==> src/rtl/fp_operand_align.sv <==
// Floating-point operand alignment ahead of an adder.
// Picks the larger-magnitude operand, then right-shifts the smaller mantissa
// over several cycles (SHIFT_STEP bits per cycle) while keeping a sticky bit.
// NaN/Inf operands bypass alignment and produce a ready-made result.

package floatingpointpkg;
    localparam int EXPBITS  = 8;
    localparam int FRACBITS = 23;

    typedef struct packed {
        logic                sign;
        logic [EXPBITS-1:0]  exp;
        logic [FRACBITS-1:0] frac;
    } float_t;
endpackage

// The module parameters must agree with the float_t layout in the package.
module fp_operand_align
    import floatingpointpkg::float_t;
#(
    parameter int EXPBITS    = 8,
    parameter int FRACBITS   = 23,
    parameter int SHIFT_STEP = 4
) (
    input  logic                clk,
    input  logic                rst_n,
    input  logic                in_valid,
    output logic                in_ready,
    input  float_t              a,
    input  float_t              b,
    output logic                out_valid,
    input  logic                out_ready,
    output logic                out_sign_l,
    output logic                out_sign_s,
    output logic [EXPBITS-1:0]  out_exp,
    output logic [FRACBITS:0]   out_mant_l,
    output logic [FRACBITS+3:0] out_mant_s,
    output logic                out_swapped,
    output logic                out_special,
    output float_t              out_result
);

    localparam int MW = FRACBITS + 4;        // {hidden, frac, G, R, S}
    localparam int SW = $clog2(MW + 1);      // holds shift amounts 0..MW

    typedef enum logic [1:0] {IDLE, SHIFT, DONE} state_t;

    state_t state, state_nxt;
    logic   accept;
    logic [SW-1:0] rem;

    // Accept-time decode of the incoming pair
    logic          a_nan, b_nan, a_inf, b_inf;
    logic          acc_special, acc_swap;
    float_t        acc_result, op_l, op_s;
    logic [EXPBITS-1:0] exp_l, exp_s, diff;
    logic [SW-1:0] acc_shift;

    // Per-cycle shift step with sticky collection
    logic [SW-1:0] k;
    logic          lost;
    logic [MW-1:0] shifted;

    assign in_ready  = rst_n && (state == IDLE);
    assign accept    = in_valid && in_ready;
    assign out_valid = (state == DONE);

    // Classify operands, select larger magnitude and compute clamped shift
    always_comb begin
        a_nan = (&a.exp) && (|a.frac);
        b_nan = (&b.exp) && (|b.frac);
        a_inf = (&a.exp) && !(|a.frac);
        b_inf = (&b.exp) && !(|b.frac);
        acc_special = a_nan || b_nan || a_inf || b_inf;

        // Opposite-signed infinities are invalid, like NaN inputs: quiet NaN
        if (a_nan || b_nan || (a_inf && b_inf && (a.sign != b.sign))) begin
            acc_result      = '0;
            acc_result.exp  = '1;
            acc_result.frac = {1'b1, {(FRACBITS-1){1'b0}}};
        end else if (a_inf) begin
            acc_result = a;
        end else begin
            acc_result = b;
        end

        // Ties keep a as the larger operand
        acc_swap = {b.exp, b.frac} > {a.exp, a.frac};
        op_l     = acc_swap ? b : a;
        op_s     = acc_swap ? a : b;
        exp_l    = (op_l.exp == '0) ? EXPBITS'(1) : op_l.exp;
        exp_s    = (op_s.exp == '0) ? EXPBITS'(1) : op_s.exp;
        diff     = exp_l - exp_s;
        // Beyond MW everything lands in the sticky bit anyway
        acc_shift = (int'(diff) > MW) ? SW'(MW) : SW'(diff);
    end

    // One SHIFT step: move right by k, OR all dropped bits into the LSB
    always_comb begin
        k          = (rem > SW'(SHIFT_STEP)) ? SW'(SHIFT_STEP) : rem;
        lost       = |(out_mant_s & ~({MW{1'b1}} << k));
        shifted    = out_mant_s >> k;
        shifted[0] = shifted[0] | lost;
    end

    // State register
    always_ff @(posedge clk or negedge rst_n) begin
        if (!rst_n) state <= IDLE;
        else        state <= state_nxt;
    end

    // Next-state logic
    always_comb begin
        state_nxt = state;
        case (state)
            IDLE:  if (accept) state_nxt = (acc_special || acc_shift == '0) ? DONE : SHIFT;
            SHIFT: if (rem <= SW'(SHIFT_STEP)) state_nxt = DONE;
            DONE:  if (out_ready) state_nxt = IDLE;
            default: state_nxt = IDLE;
        endcase
    end

    // Datapath: load on accept, shift while in SHIFT, hold through DONE
    always_ff @(posedge clk or negedge rst_n) begin
        if (!rst_n) begin
            out_sign_l  <= 1'b0;
            out_sign_s  <= 1'b0;
            out_exp     <= '0;
            out_mant_l  <= '0;
            out_mant_s  <= '0;
            out_swapped <= 1'b0;
            out_special <= 1'b0;
            out_result  <= '0;
            rem         <= '0;
        end else if (accept) begin
            out_sign_l  <= op_l.sign;
            out_sign_s  <= op_s.sign;
            out_exp     <= exp_l;
            out_mant_l  <= {(op_l.exp != '0), op_l.frac};
            out_mant_s  <= {(op_s.exp != '0), op_s.frac, 3'b000};
            out_swapped <= acc_swap;
            out_special <= acc_special;
            out_result  <= acc_result;
            rem         <= acc_special ? '0 : acc_shift;
        end else if (state == SHIFT) begin
            out_mant_s  <= shifted;
            rem         <= rem - k;
        end
    end

endmodule

==> config.mk <==
export PLATFORM = sky130hd
export DESIGN_NAME = fp_operand_align
export DESIGN_NICKNAME = d
export VERILOG_FILES = /design/src/rtl/fp_operand_align.sv
export SDC_FILE = /design/constraint.sdc
export NUM_CORES = 1
export LEC_CHECK = 0
export ABC_AREA = 1
export CAP_MARGIN = 20
export CELL_PAD_IN_SITES_DETAIL_PLACEMENT = 1
export CELL_PAD_IN_SITES_GLOBAL_PLACEMENT = 1
export CORE_MARGIN = 2
export CORE_UTILIZATION = 33
export CTS_CLUSTER_DIAMETER = 50
export DETAILED_ROUTE_END_ITERATION = 7
export PLACE_DENSITY_LB_ADDON = 0.3
export RECOVER_POWER = 100
export SYNTH_ARGS = -nofsm -noshare
export SYNTH_HDL_FRONTEND = slang
export SYNTH_SLANG_ARGS = --single-unit
==> constraint.sdc <==
create_clock -name clk -period 1.75 [get_ports clk]
set_input_delay 0.35 -clock clk [delete_from_list [all_inputs] [get_ports clk]]
set_output_delay 0.35 -clock clk [all_outputs]
set_load 0.02 [all_outputs]
== Word level (Yosys, flattened, before mapping) ==
Cells that the tools add are included.
Storage, ports and cells
  register bits: 102
  output and inout bits: 97
Operators by class
  $lt $le $gt $ge: 4
  reductions and logical operators: 28
  add/sub/neg operators: 2
  bitwise logic cells: 3
  shift-type cells: 2
  eq/ne operators: 6
  mux-type cells: 18
Operators by type and width (number)
  32-bit two-way mux: 4
  27-bit two-way mux: 2
  23-bit OR reduction: 2
  31-bit > comparator: 1
  27-bit bitwise AND: 1
  27-bit NOT: 1
  27-bit OR reduction: 1
  27-bit by 5-bit left shift with 27-bit output (first input constant): 1
  27-bit by 5-bit >> shifter with 27-bit output: 1
  5-bit two-way mux: 5
  8-bit logical NOT: 2
  8-bit two-way mux: 2
  8-bit AND reduction: 2
  8-bit nonzero test: 2
  8-bit by 5-bit > comparator with 1-bit output (second input constant): 1
  1-bit logical AND: 8
  2-bit two-way mux: 4
  8-bit subtractor: 1
  2-bit one-hot mux with 3 select lines: 1
  5-bit by 3-bit > comparator with 1-bit output (second input constant): 1
  5-bit by 3-bit less-or-equal comparator with 1-bit output (second input constant): 1
  5-bit logical NOT: 1
  1-bit logical OR: 5
  5-bit subtractor: 1
  other kinds (10): 12

== Depth between registers and ports, before layout ==
Gate-level depths: netlist (run 1).
  depth in word-level cells: 12
  mapped depth: 33

== Worst setup path before layout (run 1) ==
OpenSTA, ideal clock, no wires.
  kind: input -> register
  from: in a[30] (netlist bit)
  to: reg state[0]
  stages on the path: 28
  required time: 1.633 ns
  library setup time: 0.117 ns
  data arrival time: 3.510 ns
  buffers on the path: 1
  setup slack: -1.878 ns
  cells stage by stage: inv_1 -> ha_1 -> nand2_1 -> nor2_2 -> nand4_2 -> nor2_4 -> nand2_1 -> nand2_4 -> nand2_4 -> buf_6 -> o21ai_1 -> nand2_1 -> nor2_1 -> nand2_1 -> nand2_1 -> ha_1 -> inv_1 -> fa_1 -> nand3_1 -> nand2_1 -> nand3_1 -> nand2_1 -> xnor2_1 -> nand2_1 -> nor2_1 -> nand3_1 -> nand3_1 -> nand2_1
On the way
  longest elaborated chain between the ends: 12
  elaborated cells on any way between the ends: 21
  those cells by class: 1 x add/sub; 2 x order compare; 8 x mux; 10 x reduce/logical
RTL lines
  from (decl): RTL line 29  | input float_t a,
  31-bit > comparator: RTL line 88  | acc_swap = {b.exp, b.frac} > {a.exp, a.frac};
  32-bit two-way mux (on tied branches): RTL line 89, 90
  8-bit logical NOT (on tied branches): RTL line 91, 92
  8-bit two-way mux (on tied branches): RTL line 91, 92
  8-bit subtractor: RTL line 93  | diff = exp_l - exp_s;
  8-bit by 5-bit > comparator with 1-bit output: RTL line 95  | acc_shift = (int'(diff) > MW) ? SW'(MW) : SW'(diff);
  5-bit two-way mux: RTL line 95
  5-bit logical NOT: RTL line 116  | IDLE: if (accept) state_nxt = (acc_special || acc_shift == '0) ? DONE : SHIFT;
  1-bit logical OR (*): RTL line 116
  2-bit two-way mux (*) (2 in series): RTL line 116
  2-bit one-hot mux with 3 select lines (*): RTL line 115  | case (state)
  to (signal assigned): RTL line 109  | else state <= state_nxt;
  to (decl): RTL line 48  | state_t state, state_nxt;
Mark *: on every way between the ends. The rest lies on a longest branch, timed or not. The select of a mux whose other input is x is not followed.
A chain may end at the register's enable or synchronous reset.

== Worst setup path in the final report (run 1) ==
  from: in a[18] (netlist bit)
  to: reg rem[2]
On the way
  longest elaborated chain between the ends: 9
  elaborated cells on any way between the ends: 19
  those cells by class: 1 x add/sub; 2 x order compare; 7 x mux; 9 x reduce/logical
RTL lines
  31-bit > comparator: RTL line 88
  32-bit two-way mux (on tied branches): RTL line 89, 90
  8-bit logical NOT (on tied branches): RTL line 91, 92
  8-bit two-way mux (on tied branches): RTL line 91, 92
  8-bit subtractor: RTL line 93
  8-bit by 5-bit > comparator with 1-bit output: RTL line 95
  5-bit two-way mux: RTL line 95
  5-bit two-way mux (*): RTL line 144  | rem <= acc_special ? '0 : acc_shift;
  5-bit two-way mux (*): RTL line 135  | end else if (accept) begin
  to (signal assigned): RTL line 144
  to (signal assigned): RTL line 147  | rem <= rem - k;
  to (decl): RTL line 50  | logic [SW-1:0] rem;
Mark *: on every way between the ends. The rest lies on a longest branch, timed or not.

==> results.yml, run 1 <==
outcome:
  status: "finished, violations left"
  violations: "negative setup slack"
placement:
  io_buffers: 164
  post-place-ws_ps: -2770
  placed_area_um2: 11100
  place_congestion: 0.875
  placed_cells: 1672
  dp_hpwl_um: 24500
timing:
  rsz0062_at_grt: "true"
  hold_viol_final: 0
  finalClockSkew_ps: 14.4
  tightest_slew_ps: 810
  fin_crit_ps: 4140
  slew_headroom_pct: 46.0
  drv_slew: 0
  setup_viol: 136
  worst_slack_ps: -2390
  fmaxAchievable_ghz: 0.242
  period_share_pct: 237
logic_synthesis:
  synth_top_cells_by_area: "dfrtp_1 35%, nand2_1 15%, o21ai_0 10%"
  synthArstFlopShare_pct: 100
  synth_mux_area_share_pct: 0.277
  synth_most_common_cell: "nand2_1"
  synth_xor_area_share_pct: 1.09
  ys_seq_area_share_pct: 35.4
  post_synth.cell_area_avg_um2: 6.87
  synth_top_area_share_pct: 35.4
  synth_seq_cells: 102
  synth_compound_area_share_pct: 19.0
  synth-simple-area-share_pct: 27.2
  ys_top_cells_by_count: "290 x nand2_1, 148 x o21ai_0, 125 x inv_1"
  synthCells: 1051
  dominantRegCellSynth: "dfrtp_1"
  synth_top_family_by_area: "simple AND/OR/NAND/NOR gates"
  synth_nets: 1159
  synth_warnings: 0
  synth-edff-count: 0
  synth_cell_types: 42
  yosys.area_share.adder_pct: 7.04
  syn_area_um2: 7220
  yosys.area.top_type: "dfrtp_1"
setup_path:
  cp_max_fo: 6
  slowest_stage: "fa_2"
  critical_path_required_ps: 2050
  r2r-start: "rem[3]"
  startpoint_type: "input pin"
  setup.worst_path.start: "a[18]"
  cp-endpoint: "rem[2]"
  crit_type: "in2reg"
  endpoint_kind: "flip-flop"
  critical_path.top_delay_family: "simple AND/OR/NAND/NOR gates"
  worstPathArrival_ps: 4440
  cp_num_buf_inv: 3
  worstReg2RegEnd: "out_mant_s[3]"
  rr_worst_depth: 11
  cp_common_cell: "nand2_2"
  r2r_slack_ps: -750
  critPathMaxStageDelay_ps: 370
  crit_cells: 28
detailed_routing:
  routedWlPerCell_um: 33.2
  drc_errors: 0
  antenna_left: 0
  wl_um: 59600
  first_iter_violations: 1280
  vias: 11607
  vias_per_cell: 6.47
  firstDrtPassIters: 7
floorplanning:
  die_h_um: 152
  initial_core_util_pct: 33.4
  rows: 54
  die_w_um: 152
  core_um2: 21600
  io_pins: 165
  fp.dieArea_um2: 23100
grt:
  track_usage_pct: 38.5
  grt.overflow.total: 0
  grt_pass1_vias: 11436
  grt_pass1_wl_um: 69400
  antenna_found_initial: 2
  grt_max_degree: 50
cells_and_area:
  drive_gt1_share_pct: 50.7
  area_growth_pct: 101
  design_area_um2: 14500
  utilization_pct: 67.2
  finalNonFillerCells: 1795
  final_nets: 1618
  num-fill-cells: 2404
clock_network:
  clk_pin_slew_ps: 90
  clock_path_buffers: 2
  cts_tree: "yes"
  cts_buffers: 9
  cts_root_buf: "clkbuf_16"
  cts-hold-fix-buffers: 0
  clkSinkCount: 102
  htree_levels: 3
  clock_latency_ps: 410
worst_hold_path:
  hold_class: "in2reg"
pwr:
  peakVddDrop_mv: 0.913
  p_leak_nw: 6.80
  power.density_nw_per_um2: 1460
run:
  drv_cap: 0
==> state kept, by name (all words and copies together) (netlist names) <==
name	count
out_result	32
out_mant_s	27
out_mant_l	24
out_exp	8
rem	5
state	2
out_sign_l	1
out_sign_s	1
out_special	1
out_swapped	1
==> cells by family (layout without fill, tap and decap cells) <==
| logic type | Yosys count | after routing |
|---|---|---|
| AO/OA/AOI/OAI | 255 | 255 |
| XOR/XNOR | 9 | 9 |
| adder cells (fa/ha/maj) | 40 | 40 |
| buffers and inverters | 179 | 639 |
| flip-flops | 102 | 102 |
| multiplexers | 2 | 2 |
| other | 1 | 2 |
| AND/OR/NAND/NOR | 463 | 466 |
==> per-layer routing <==
metal  track usage [%]  share of wire [%]  wire length, um  vias to the layer above
li1                  -                  -                -                     4399
met1              45.8                 35            20800                     5589
met2              64.7                 44            26300                     1128
met3              8.27                 11             6800                      489
met4              21.5                9.7             5790                        2
met5                 0              0.018               11                        -
==> how the worst min path moves through the flow <==
stage	from	endpoint	slack, ps	depth (start not counted)
2_1_floorplan	rst_n	out_exp[0]	50	0
3_5_place_dp	out_result[31]	out_result[31]	480	2
5_1_grt	a[22]	out_mant_l[22]	360	4
3_3_place_gp	out_exp[0]	out_exp[0]	470	2
4_1_cts	rst_n	out_result[11]	100	2
6_report	a[22]	out_mant_l[22]	340	4
==> repair_timing <==
action,CTS,global route
buffers inserted,76,49
endpoints found under the setup margin,125,116
pin swaps,133,112
resized for setup,569,340
cloned,18,3
endpoints found under the hold margin,0,0
==> final cells by class <==
| type | count | area [um^2] | area share, % |
|---|---|---|---|
| flip-flops and latches | 102 | 2550 | 17.6 |
| clock inverters | 3 | 18.8 | 0.129 |
| well taps | 280 | 350 | 2.41 |
| inverters | 129 | 563 | 3.88 |
| repair buffers | 495 | 4710 | 32.4 |
| clock buffers | 12 | 267 | 1.83 |
| diodes | 1 | 2.50 | 0.0172 |
| multi-input cells | 773 | 6060 | 41.7 |
==> per-stage QoR <==
step                hold slack, ps  power, mW  TNS, ps
detailed placement             475       14.7  -150330
global placement               466       14.4  -140990
floorplan                     54.4       9.37   -21480
CTS                            101       17.9   -43240
finish                         342       21.2  -132470
global route                   361       21.7  -140070
==> placed cells by master, fill, tap and decap left out, drive strengths merged, types with 5 or more instances in the layout <==
cell type	count
inv	126
clkbuf	46
a21oi	47
dlygate4sd2	24
nand2	297
o21ai	167
nand4	18
a31oi	9
buf	368
o211ai	13
nor2	77
xor2	7
dfrtp	102
clkinv	5
nor4	6
clkdlybuf4s50	64
nand3	59
nor3	8
ha	39
==> report_power, final <==
part	total (mW)	leakage [nW]	switching (mW)	internal, mW
clock network	2.21	0.144	1.13	1.08
registers	4.80	1.25	1.28	3.51
logic	14.2	5.41	8.57	5.61
total	21.2	6.80	11.0	10.2
==> worst register-to-register path, stage by stage (launching register included) <==
cell and delay (ps):
dfrtp_1 430, nor2_2 180, nand2_2 110, inv_2 100, nand2_4 90, buf_12 160
nand2_1 50, o21ai_1 90, o21ai_0 370, nor2_1 170, o31ai_1 310, o211ai_1 270
No activity file was read; power rests on OpenSTA's default activity.
==> run 2, diff against run 1 <==
- CORE_MARGIN: 2 -> 4
==> results.yml, run 2 (synthesized netlist as in run 1, its figures left out) <==
cells_and_area:
  top_regs: "out_result: 32 flops, out_mant_s: 27 flops, out_mant_l: 24 flops"
  finalNonFillerCells: 1762
  mostFrequentLayoutCell: "nand2_1"
  top_register: "out_result"
  final_cell_mix: "240 x nand2_1, 224 x buf_4, 102 x dfrtp_1, 74 x inv_1, 74 x o21ai_1"
  drive_gt1_share_pct: 46.7
  largest_reg_flops: 32
  final_nets: 1590
  antenna_cells: 0
  area_growth_pct: 88.9
  utilization_pct: 64.1
setup_path:
  slowest_stage: "nor4_4"
  cp_num_buf_inv: 4
  critical_path.top_delay_family: "simple AND/OR/NAND/NOR gates"
  critical_path_required_ps: 2050
  crit_type: "in2reg"
  critPathMaxStageDelay_ps: 420
  cp_common_cell: "nand2_2"
  worstPathArrival_ps: 4310
  startpoint_type: "input pin"
  cp_max_fo: 6
  endpoint_kind: "flip-flop"
clock_network:
  cts_buffers: 9
  clock_latency_ps: 390
  htree_levels: 3
  cts_root_buf: "clkbuf_16"
  clk_pin_slew_ps: 80
  clkSinkCount: 102
  clock_path_buffers: 2
  cts-hold-fix-buffers: 0
  cts_tree: "yes"
pwr:
  internal_power_mw: 9.68
  p_sw_mw: 9.75
  p_leak_nw: 6.41
  pwr-share-comb_pct: 64.5
  clkPwrFrac_pct: 11.6
  swShare_pct: 50.2
  power_frac_seq_pct: 23.9
  peakVddDrop_mv: 0.964
  power.density_nw_per_um2: 1420
outcome:
  violations: "negative setup slack"
  status: "finished, violations left"
floorplanning:
  io_pins: 165
  rows: 53
  core_um2: 21300
  fp.dieArea_um2: 24300
  initial_core_util_pct: 33.9
  die_w_um: 156
  die_h_um: 156
timing:
  fin_crit_ps: 4010
  slew_headroom_pct: 8.92
  tightest_slew_ps: 1370
  period_share_pct: 229
  rsz0062_at_grt: "true"
  finalClockSkew_ps: 12.9
  hold_viol_final: 0
  tns_ps: -76710
  setup_viol: 115
  drv_slew: 0
  fmaxAchievable_ghz: 0.249
  worst_slack_ps: -2260
grt:
  grt.overflow.total: 0
  track_usage_pct: 29.3
  grt_pass1_vias: 10225
  grt_pass1_wl_um: 56500
  antenna_found_initial: 2
  grt_max_degree: 63
placement:
  post-place-ws_ps: -2780
  dp_hpwl_um: 24300
  place_congestion: 0.916
  io_buffers: 164
  placed_cells: 1654
detailed_routing:
  vias_per_cell: 5.98
  vias: 10535
  routedWlPerCell_um: 28.4
  antenna_left: 0
  wl_um: 50100
  firstDrtPassIters: 5
  first_iter_violations: 816
  drc_errors: 0
run:
  drv_cap: 0
worst_hold_path:
  hold_class: "in2reg"
## run 2: cell count changes in the layout (fill, tap and decap cells not counted), moves of 14 or more
| cell | delta |
|---|---|
| buf_6 | -36 |
| nand3_1 | +14 |
| buf_2 | -19 |
| nand3_2 | -16 |
| nand2_1 | +17 |
| o21ai_1 | +22 |
## run 2: final timing paths
kind | startpoint | end | slack, ps | cells after the start
setup / recovery | a[0] | rem[2] | -2260 | 26
hold / removal | a[22] | out_mant_l[22] | 370 | 4
setup reg to reg | rem[3] | out_mant_s[20] | -450 | 11
hold reg to reg | out_result[13] | out_result[13] | 500 | 2
max in group asynchronous | rst_n | out_sign_s | 270 | 3
min in group asynchronous | rst_n | out_mant_l[20] | 600 | 3
## run 2: cell type report
class,instances,area [um^2]
Inverter,129,552
Timing Repair Buffer,468,4270
Tap cell,275,344
Clock buffer,9,225
Multi-Input combinational cell,772,5620
Clock inverter,7,73.8
Sequential cell,102,2550
Fill cell,2441,7650
## run 2: what timing repair did
item,CTS,global route
pin swaps,75,108
gates cloned,6,8
setup buffers,30,56
resized for setup,364,431
endpoints found under the setup margin,121,128
## run 2: per-stage QoR
stage                     total power, mW  instance area [um^2]  hold slack [ps]
after CTS                            17.2                 12200              261
after global placement               14.2                 11000              468
final                                19.4                 13600              368
after detailed placement             14.6                 11000              474
after floorplan                      9.37                  7520             54.4
after global routing                 20.2                 13600              390
## run 2: metal layers
layer  vias up  global-route usage, %  wire, um
met5         -                      0        27
met4         4                   10.6      3310
met3       252                   6.35      4290
met2       694                   49.5     23800
met1      5249                   36.8     18600
li1       4336                      -         -
## run 2: power by group through the flow
stage	Sequential, mW	Combinational (mW)	Clock [mW]
final	4.64	12.5	2.26
after global routing	4.73	13.2	2.34
after CTS	4.43	10.6	2.18
after detailed placement	4.45	10.1	0
after global placement	4.41	9.83	0
after floorplan	5.51	3.86	0
## run 2: worst reg2reg max path: stages, from the launching register on
cell      delay (ps)
dfrtp_1          400
nor2_2           160
nand2_2          110
inv_2            100
nand2_4           70
buf_12           150
nand2_1           80
o21ai_0          160
o21ai_0          330
nor2_1           100
a211oi_1         250
a22oi_1          160
